### config.mk
export PLATFORM = sky130hd
export DESIGN_NAME = hs32_fetch
export DESIGN_NICKNAME = d
export VERILOG_FILES = /design/src/rtl/hs32_pkg.sv /design/src/rtl/hs32_fifo.sv /design/src/rtl/hs32_fetch.sv
export SDC_FILE = /design/constraint.sdc
export NUM_CORES = 1
export LEC_CHECK = 0
export ABC_AREA = 1
export BUFFER_PORTS_ARGS = -buffer_cell sky130_fd_sc_hd__buf_4
export CORE_AREA = 2 2 195 197
export CTS_CLUSTER_DIAMETER = 200
export DETAILED_ROUTE_END_ITERATION = 10
export DIE_AREA = 0 0 197 199
export PLACE_DENSITY = 0.55
export SYNTH_ARGS = -nofsm -noshare
export SYNTH_HDL_FRONTEND = slang
export SYNTH_SLANG_ARGS = --single-unit
### constraint.sdc
create_clock -name clk -period 5 [get_ports clk]
set_clock_uncertainty 0.1 [all_clocks]
set_input_delay 0.5 -clock clk [delete_from_list [all_inputs] [get_ports clk]]
set_output_delay 0.5 -clock clk [all_outputs]
set_load 0.005 [all_outputs]
### src/rtl/hs32_pkg.sv
// Shared definitions for the HS32 front end: reset vector, word size and
// the fetch sequencer states.
package hs32_pkg;

    localparam logic [31:0] HS32_RESET_PC = 32'h0000_0000;
    localparam logic [31:0] WORD_BYTES    = 32'd4;

    typedef enum logic {
        IDLE = 1'b0,
        WAIT = 1'b1
    } fetch_state_t;

    function automatic logic [31:0] word_align(input logic [31:0] a);
        return a & ~32'h0000_0003;
    endfunction

endpackage

### src/rtl/hs32_fifo.sv
// Synchronous FIFO with a registered head word. Push and pop may coincide at
// any occupancy; clear empties it in one edge.
module hs32_fifo #(
    parameter int WIDTH = 64,
    parameter int DEPTH = 2
) (
    input  logic                       clk,
    input  logic                       reset,
    input  logic                       push,
    input  logic                       pop,
    input  logic                       clear,
    input  logic [WIDTH-1:0]           din,
    output logic [WIDTH-1:0]           dout,
    output logic                       full,
    output logic                       empty,
    output logic [$clog2(DEPTH):0]     count
);

    localparam int AW = $clog2(DEPTH);
    localparam int CW = AW + 1;

    logic [WIDTH-1:0] mem [DEPTH];
    logic [AW-1:0]    wr_ptr_reg;
    logic [AW-1:0]    rd_ptr_reg;
    logic [AW-1:0]    rd_ptr_next;
    logic [CW-1:0]    count_reg;
    logic [CW-1:0]    count_next;
    logic [WIDTH-1:0] head_reg;
    logic             push_ok;
    logic             pop_ok;

    assign empty = (count_reg == '0);
    assign full  = (count_reg == CW'(DEPTH));
    assign count = count_reg;
    assign dout  = head_reg;

    // A pop frees the slot a same-cycle push needs when the FIFO is full.
    assign pop_ok      = pop && !empty;
    assign push_ok     = push && (!full || pop_ok);
    assign rd_ptr_next = rd_ptr_reg + AW'(pop_ok);
    assign count_next  = count_reg + CW'(push_ok) - CW'(pop_ok);

    always_ff @(posedge clk) begin
        if (push_ok && !clear) begin
            mem[wr_ptr_reg] <= din;
        end
    end

    always_ff @(posedge clk) begin
        if (reset || clear) begin
            wr_ptr_reg <= '0;
            rd_ptr_reg <= '0;
            count_reg  <= '0;
            head_reg   <= '0;
        end else begin
            wr_ptr_reg <= wr_ptr_reg + AW'(push_ok);
            rd_ptr_reg <= rd_ptr_next;
            count_reg  <= count_next;
            // The incoming word becomes the head only when nothing older remains.
            if (push_ok && (wr_ptr_reg == rd_ptr_next)) begin
                head_reg <= din;
            end else begin
                head_reg <= mem[rd_ptr_next];
            end
        end
    end

endmodule

### src/rtl/hs32_fetch.sv
// HS32 instruction fetch: one outstanding word read, prefetch FIFO towards
// decode, and flush/redirect from execute.
module hs32_fetch
    import hs32_pkg::*;
#(
    parameter int          DEPTH    = 2,
    parameter logic [31:0] RESET_PC = HS32_RESET_PC
) (
    input  logic        clk,
    input  logic        reset,
    output logic [31:0] addr,
    output logic        rd,
    input  logic        ack,
    input  logic [31:0] dtr,
    output logic [31:0] instd,
    output logic [31:0] pcd,
    output logic        ackd,
    input  logic        reqd,
    input  logic        flush,
    input  logic [31:0] newpc
);

    localparam int CW = $clog2(DEPTH) + 1;

    fetch_state_t  state_reg;
    logic [31:0]   pc_reg;
    logic [31:0]   addr_reg;
    logic          rd_reg;
    logic          drop_reg;

    logic          push;
    logic          pop;
    logic          fifo_full;
    logic          fifo_empty;
    logic [CW-1:0] fifo_count;
    logic [CW-1:0] occ;
    logic          issue;
    logic [63:0]   head;

    assign addr  = addr_reg;
    assign rd    = rd_reg;
    assign ackd  = !fifo_empty;
    assign pcd   = head[63:32];
    assign instd = head[31:0];

    assign pop  = ackd && reqd && !flush;
    assign push = (state_reg == WAIT) && ack && !drop_reg && !flush && (!fifo_full || pop);

    // Only issue when the returning word is guaranteed a slot.
    assign occ   = fifo_count - CW'(pop);
    assign issue = !flush && (occ < CW'(DEPTH));

    hs32_fifo #(
        .WIDTH (64),
        .DEPTH (DEPTH)
    ) u_fifo (
        .clk   (clk),
        .reset (reset),
        .push  (push),
        .pop   (pop),
        .clear (flush),
        .din   ({addr_reg, dtr}),
        .dout  (head),
        .full  (fifo_full),
        .empty (fifo_empty),
        .count (fifo_count)
    );

    always_ff @(posedge clk) begin
        if (reset) begin
            state_reg <= IDLE;
            pc_reg    <= RESET_PC;
            addr_reg  <= RESET_PC;
            rd_reg    <= 1'b0;
            drop_reg  <= 1'b0;
        end else begin
            case (state_reg)
                IDLE: begin
                    if (flush) begin
                        pc_reg <= word_align(newpc);
                    end else if (issue) begin
                        rd_reg    <= 1'b1;
                        addr_reg  <= pc_reg;
                        state_reg <= WAIT;
                    end
                end
                WAIT: begin
                    if (flush) begin
                        pc_reg <= word_align(newpc);
                        if (ack) begin
                            rd_reg    <= 1'b0;
                            drop_reg  <= 1'b0;
                            state_reg <= IDLE;
                        end else begin
                            // Request cannot be withdrawn; its word is discarded on arrival.
                            drop_reg <= 1'b1;
                        end
                    end else if (ack) begin
                        rd_reg    <= 1'b0;
                        drop_reg  <= 1'b0;
                        state_reg <= IDLE;
                        if (!drop_reg) begin
                            pc_reg <= pc_reg + WORD_BYTES;
                        end
                    end
                end
                default: begin
                    state_reg <= IDLE;
                end
            endcase
        end
    end

endmodule
==> impl_results.html <==
<table>
<tr><th>Metric</th><th>Value</th></tr>
<tr><th colspan="2">Status</th></tr>
<tr><td>Outcome</td><td>complete, no violations</td></tr>
<tr><th colspan="2">Yosys</th></tr>
<tr><td>Cell type with the highest aggregate area in the netlist</td><td>sky130_fd_sc_hd__edfxtp_1</td></tr>
<tr><td>Post-Syn Area</td><td>approximately 11000 sq um</td></tr>
<tr><td>Yosys top cell area share</td><td>33.7%</td></tr>
<tr><td>Mean cell area of the mapped netlist</td><td>8.08 sq um</td></tr>
<tr><td>Distinct cell type count of the synthesized netlist</td><td>31</td></tr>
<tr><td>Synthesized netlist cell count</td><td>~1.4k</td></tr>
<tr><td>Top flip-flop cell by instance count after synthesis</td><td>sky130_fd_sc_hd__dfxtp_1</td></tr>
<tr><td>#FFs+latches synth</td><td>between 200 and 300</td></tr>
<tr><td>Post-synthesis async set-or-reset flop share</td><td>0%</td></tr>
<tr><td>Seq/Total Area, Yosys</td><td>57.0%</td></tr>
<tr><td>EDFF count, synth</td><td>~120</td></tr>
<tr><td>Ranking of synthesized cells by area</td><td>sky130_fd_sc_hd__edfxtp_1 (34%), sky130_fd_sc_hd__dfxtp_1 (23%), sky130_fd_sc_hd__nand2_1 (15%)</td></tr>
<tr><td>Yosys warnings</td><td>0</td></tr>
<tr><th colspan="2">Cells and area</th></tr>
<tr><td>Count of inserted antenna diode cells</td><td>0</td></tr>
<tr><td>Fraction of layout instances using a drive strength above 1</td><td>between 10% and 20%</td></tr>
<tr><td>Nets</td><td>1581</td></tr>
<tr><td>Number of flip-flops in the largest register</td><td>124</td></tr>
<tr><td>Largest register by flop count</td><td>u_fifo.mem</td></tr>
<tr><td>Area used by multi-input combinational logic</td><td>3740 sq um</td></tr>
<tr><td>Most common library cell in the layout ignoring fill and taps</td><td>sky130_fd_sc_hd__nand2_1</td></tr>
<tr><td>Combined flip-flop and latch cell area</td><td>roughly 6300 sq um</td></tr>
<tr><td>Leading cell types in the layout, fill and taps excluded</td><td>sky130_fd_sc_hd__nand2_1 (449), sky130_fd_sc_hd__inv_1 (206), sky130_fd_sc_hd__buf_4 (173)</td></tr>
<tr><td>Syn-to-layout area delta</td><td>24.0%</td></tr>
<tr><td>Number of fillers in the final layout</td><td>3849</td></tr>
<tr><td>Number of cells in the finished layout apart from fillers</td><td>2005</td></tr>
<tr><td>Post-route cell area</td><td>13700 sq um</td></tr>
<tr><th colspan="2">Detailed routing</th></tr>
<tr><td>Post-detailed-route via-to-cell ratio</td><td>around 4.4</td></tr>
<tr><td>Total DRC errors in the routed layout</td><td>0</td></tr>
<tr><td>Detailed-route wire length per cell</td><td>approximately 15 um</td></tr>
<tr><td>Wirelength, routed</td><td>30.1 mm</td></tr>
<tr><td>First-pass DRT Iterations</td><td>5</td></tr>
<tr><td>Remaining number of nets flagged by the antenna check after routing</td><td>0</td></tr>
<tr><td>Total via count in the routed design</td><td>8804</td></tr>
<tr><td>Number of DRC violations after detailed-routing iteration 0</td><td>between 300 and 400</td></tr>
<tr><th colspan="2">Power and ir drop</th></tr>
<tr><td>Maximum resistive drop on vdd</td><td>202 uV</td></tr>
<tr><td>Total net switching power</td><td>1.15 mW</td></tr>
<tr><td>Combinational share of power</td><td>8.9%</td></tr>
<tr><td>Sw Ratio</td><td>23.6%</td></tr>
<tr><td>Cell-internal power</td><td>3.72 mW</td></tr>
<tr><td>Clock network fraction of design power</td><td>around 43%</td></tr>
<tr><td>Final Power</td><td>4.88 mW</td></tr>
<tr><td>Power per cell area</td><td>356 nW/um^2</td></tr>
<tr><td>Fraction of power consumed by sequential logic</td><td>47.9%</td></tr>
<tr><td>Leakage Power</td><td>6.16 nW</td></tr>
<tr><th colspan="2">Min path</th></tr>
<tr><td>Type of the tightest min-delay check</td><td>primary input to register</td></tr>
<tr><th colspan="2">Clock tree</th></tr>
<tr><td>CTS Root Cell</td><td>sky130_fd_sc_hd__clkbuf_16</td></tr>
<tr><td>Number of buffers on the longest clock path</td><td>3</td></tr>
<tr><td>TritonCTS clock tree</td><td>yes</td></tr>
<tr><td>Clk sinks</td><td>253</td></tr>
<tr><td>Number of setup buffers added after CTS</td><td>0</td></tr>
<tr><td>H-Tree Level Count</td><td>1</td></tr>
<tr><td>Hold-fix buffer count after cts</td><td>0</td></tr>
<tr><td>Clock latency reported for the late side of the worst-skew pair</td><td>about 0.55 ns</td></tr>
<tr><td>Clock edge transition at the registers on the reported setup and hold paths</td><td>0.06 ns</td></tr>
<tr><td>Number of cells upsized or downsized after cts</td><td>0</td></tr>
<tr><td>Total clock buffers created by CTS</td><td>28</td></tr>
<tr><th colspan="2">Timing</th></tr>
<tr><td>Max Freq</td><td>between 300 and 400 MHz</td></tr>
<tr><td>Setup repair after global routing missed its margin</td><td>no</td></tr>
<tr><td>Final period utilization</td><td>between 60% and 70%</td></tr>
<tr><td>Min Tclk post-route</td><td>slightly above 3 ns</td></tr>
<tr><td>Final count of hold timing violations</td><td>0</td></tr>
<tr><td>Setup_tns</td><td>0 ns</td></tr>
<tr><td>Least-Margin Pin Slew</td><td>1.05 ns</td></tr>
<tr><td>Worst relative slew slack</td><td>29.6%</td></tr>
<tr><td>Count of pins over their slew limit</td><td>0</td></tr>
<tr><td>Total of endpoints with negative setup slack in the final report</td><td>0</td></tr>
<tr><th colspan="2">Setup path</th></tr>
<tr><td>Worst Path Max Fanout</td><td>24</td></tr>
<tr><td>Worst Path Required</td><td>around 5 ns</td></tr>
<tr><td>WP data arrival</td><td>3.21 ns</td></tr>
<tr><td>Critical path startpoint category</td><td>register</td></tr>
<tr><td>Worst Path Class, Setup</td><td>register to register</td></tr>
<tr><td>Type of element capturing the critical path</td><td>register</td></tr>
<tr><th colspan="2">Place</th></tr>
<tr><td>Weighted congestion at the end of routability-driven global placement</td><td>around 0.85</td></tr>
<tr><td>Number of buffers inserted by port buffering</td><td>160</td></tr>
<tr><td>Placed instance count</td><td>1953</td></tr>
<tr><td>Dpl hpwl</td><td>around 19 mm</td></tr>
<tr><td>Area after DPL</td><td>12700 sq um</td></tr>
<tr><th colspan="2">GRT</th></tr>
<tr><td>Overflow left after global routing</td><td>0</td></tr>
<tr><td>First-pass GRT wire length</td><td>46.4 mm</td></tr>
<tr><td>Number of global-route vias before repair</td><td>8220</td></tr>
<tr><td>Antenna violations before repair</td><td>0</td></tr>
<tr><td>Largest net degree at the start of global routing</td><td>64</td></tr>
<tr><td>Tot GR Track Use</td><td>15.3%</td></tr>
<tr><th colspan="2">Die</th></tr>
<tr><td>Core area</td><td>37100 sq um</td></tr>
<tr><td>I/O pin cnt</td><td>between 150 and 200</td></tr>
<tr><td>Starting utilization of the core area</td><td>29.8%</td></tr>
<tr><td>Std-Cell Rows</td><td>71</td></tr>
<tr><td>Die extent in y</td><td>~200 um</td></tr>
<tr><td>Die area</td><td>39200 sq um</td></tr>
<tr><td>Die W</td><td>197 um</td></tr>
<tr><th colspan="2">Flow run</th></tr>
<tr><td>Max-capacitance violation count</td><td>0</td></tr>
</table>
-- synthesized netlist by cell type (4+ instances only) --
master / instances
sky130_fd_sc_hd__edfxtp_1: 124
sky130_fd_sc_hd__o21ai_0: 63
sky130_fd_sc_hd__clkbuf_1: 41
sky130_fd_sc_hd__buf_2: 18
sky130_fd_sc_hd__or2_2: 4
sky130_fd_sc_hd__o21bai_1: 5
sky130_fd_sc_hd__a31oi_1: 8
sky130_fd_sc_hd__inv_1: 206
sky130_fd_sc_hd__nand4_1: 5
sky130_fd_sc_hd__xor2_1: 4
sky130_fd_sc_hd__dfxtp_1: 129
sky130_fd_sc_hd__buf_4: 4
sky130_fd_sc_hd__a21oi_1: 60
sky130_fd_sc_hd__nand3b_1: 32
sky130_fd_sc_hd__nand3_1: 64
sky130_fd_sc_hd__nor2_1: 125
sky130_fd_sc_hd__nand2_1: 450
-- area by class of cell --
class,instances,share of cell area [%]
Tap cell,474,4.33
Multi-Input combinational cell,842,27.3
Clock inverter,12,0.812
Timing Repair Buffer,174,9.62
Sequential cell,253,46.0
Clock buffer,40,6.19
Inverter,210,5.75
-- per-layer routing --
metal,vias up,part of all wire [%],track usage [%]
met3,38,5.2,2.41
met2,200,46,26.0
li1,4547,-,-
met1,4019,47,20.5
met5,-,0,0
met4,0,1.8,3.93
-- stage by stage --
stage	utilization (%)	setup WS, ns	hold slack, ns
final	36.9	1.89	0.0478
after global routing	36.9	1.67	0.0154
after CTS	36.9	1.83	0.0103
after floorplan	-	0.387	0.352
after global placement	34.3	1.62	0.357
after detailed placement	34.3	1.63	0.365
-- power groups by stage --
stage	Combinational (mW)	Sequential, mW	Clock (mW)
final	0.433	2.34	2.11
after detailed placement	0.442	2.38	0
after CTS	0.443	2.34	2.18
after global placement	0.437	2.38	0
after global routing	0.493	2.35	2.26
after floorplan	0.232	2.37	0
-- worst max-delay path: stages (launching register included) --
cell and delay, ns:
sky130_fd_sc_hd__dfxtp_1 0.40, sky130_fd_sc_hd__nand2_1 0.07, sky130_fd_sc_hd__nor2_1 0.12, sky130_fd_sc_hd__inv_1 0.09, sky130_fd_sc_hd__nor3_4 0.64, sky130_fd_sc_hd__inv_1 0.24
sky130_fd_sc_hd__nor2_4 0.60, sky130_fd_sc_hd__buf_4 0.46
-- logic make-up after synthesis --
kind of cell | synth area share (%)
AOI/OAI and AO/OA | 6.56
xor gates and xnor gates | 0.690
adders and majority gates | 0.340
buffers and inverters | 9.71
DFF | 57.0
other | 0.0339
and+or+nand+nor | 25.6
-- final timing paths --
| check | start | endpoint | slack [ns] | cells past startpoint |
|---|---|---|---|---|
| max | state_reg | u_fifo.mem[0][27] | 1.89 | 7 |
| min | dtr[27] | u_fifo.mem[1][27] | 0.05 | 1 |
| max reg2reg | state_reg | u_fifo.mem[0][27] | 1.89 | 7 |
| min reg2reg | addr[2] | u_fifo.mem[1][34] | 0.38 | 0 |
Power figures use the tool's default switching activity.
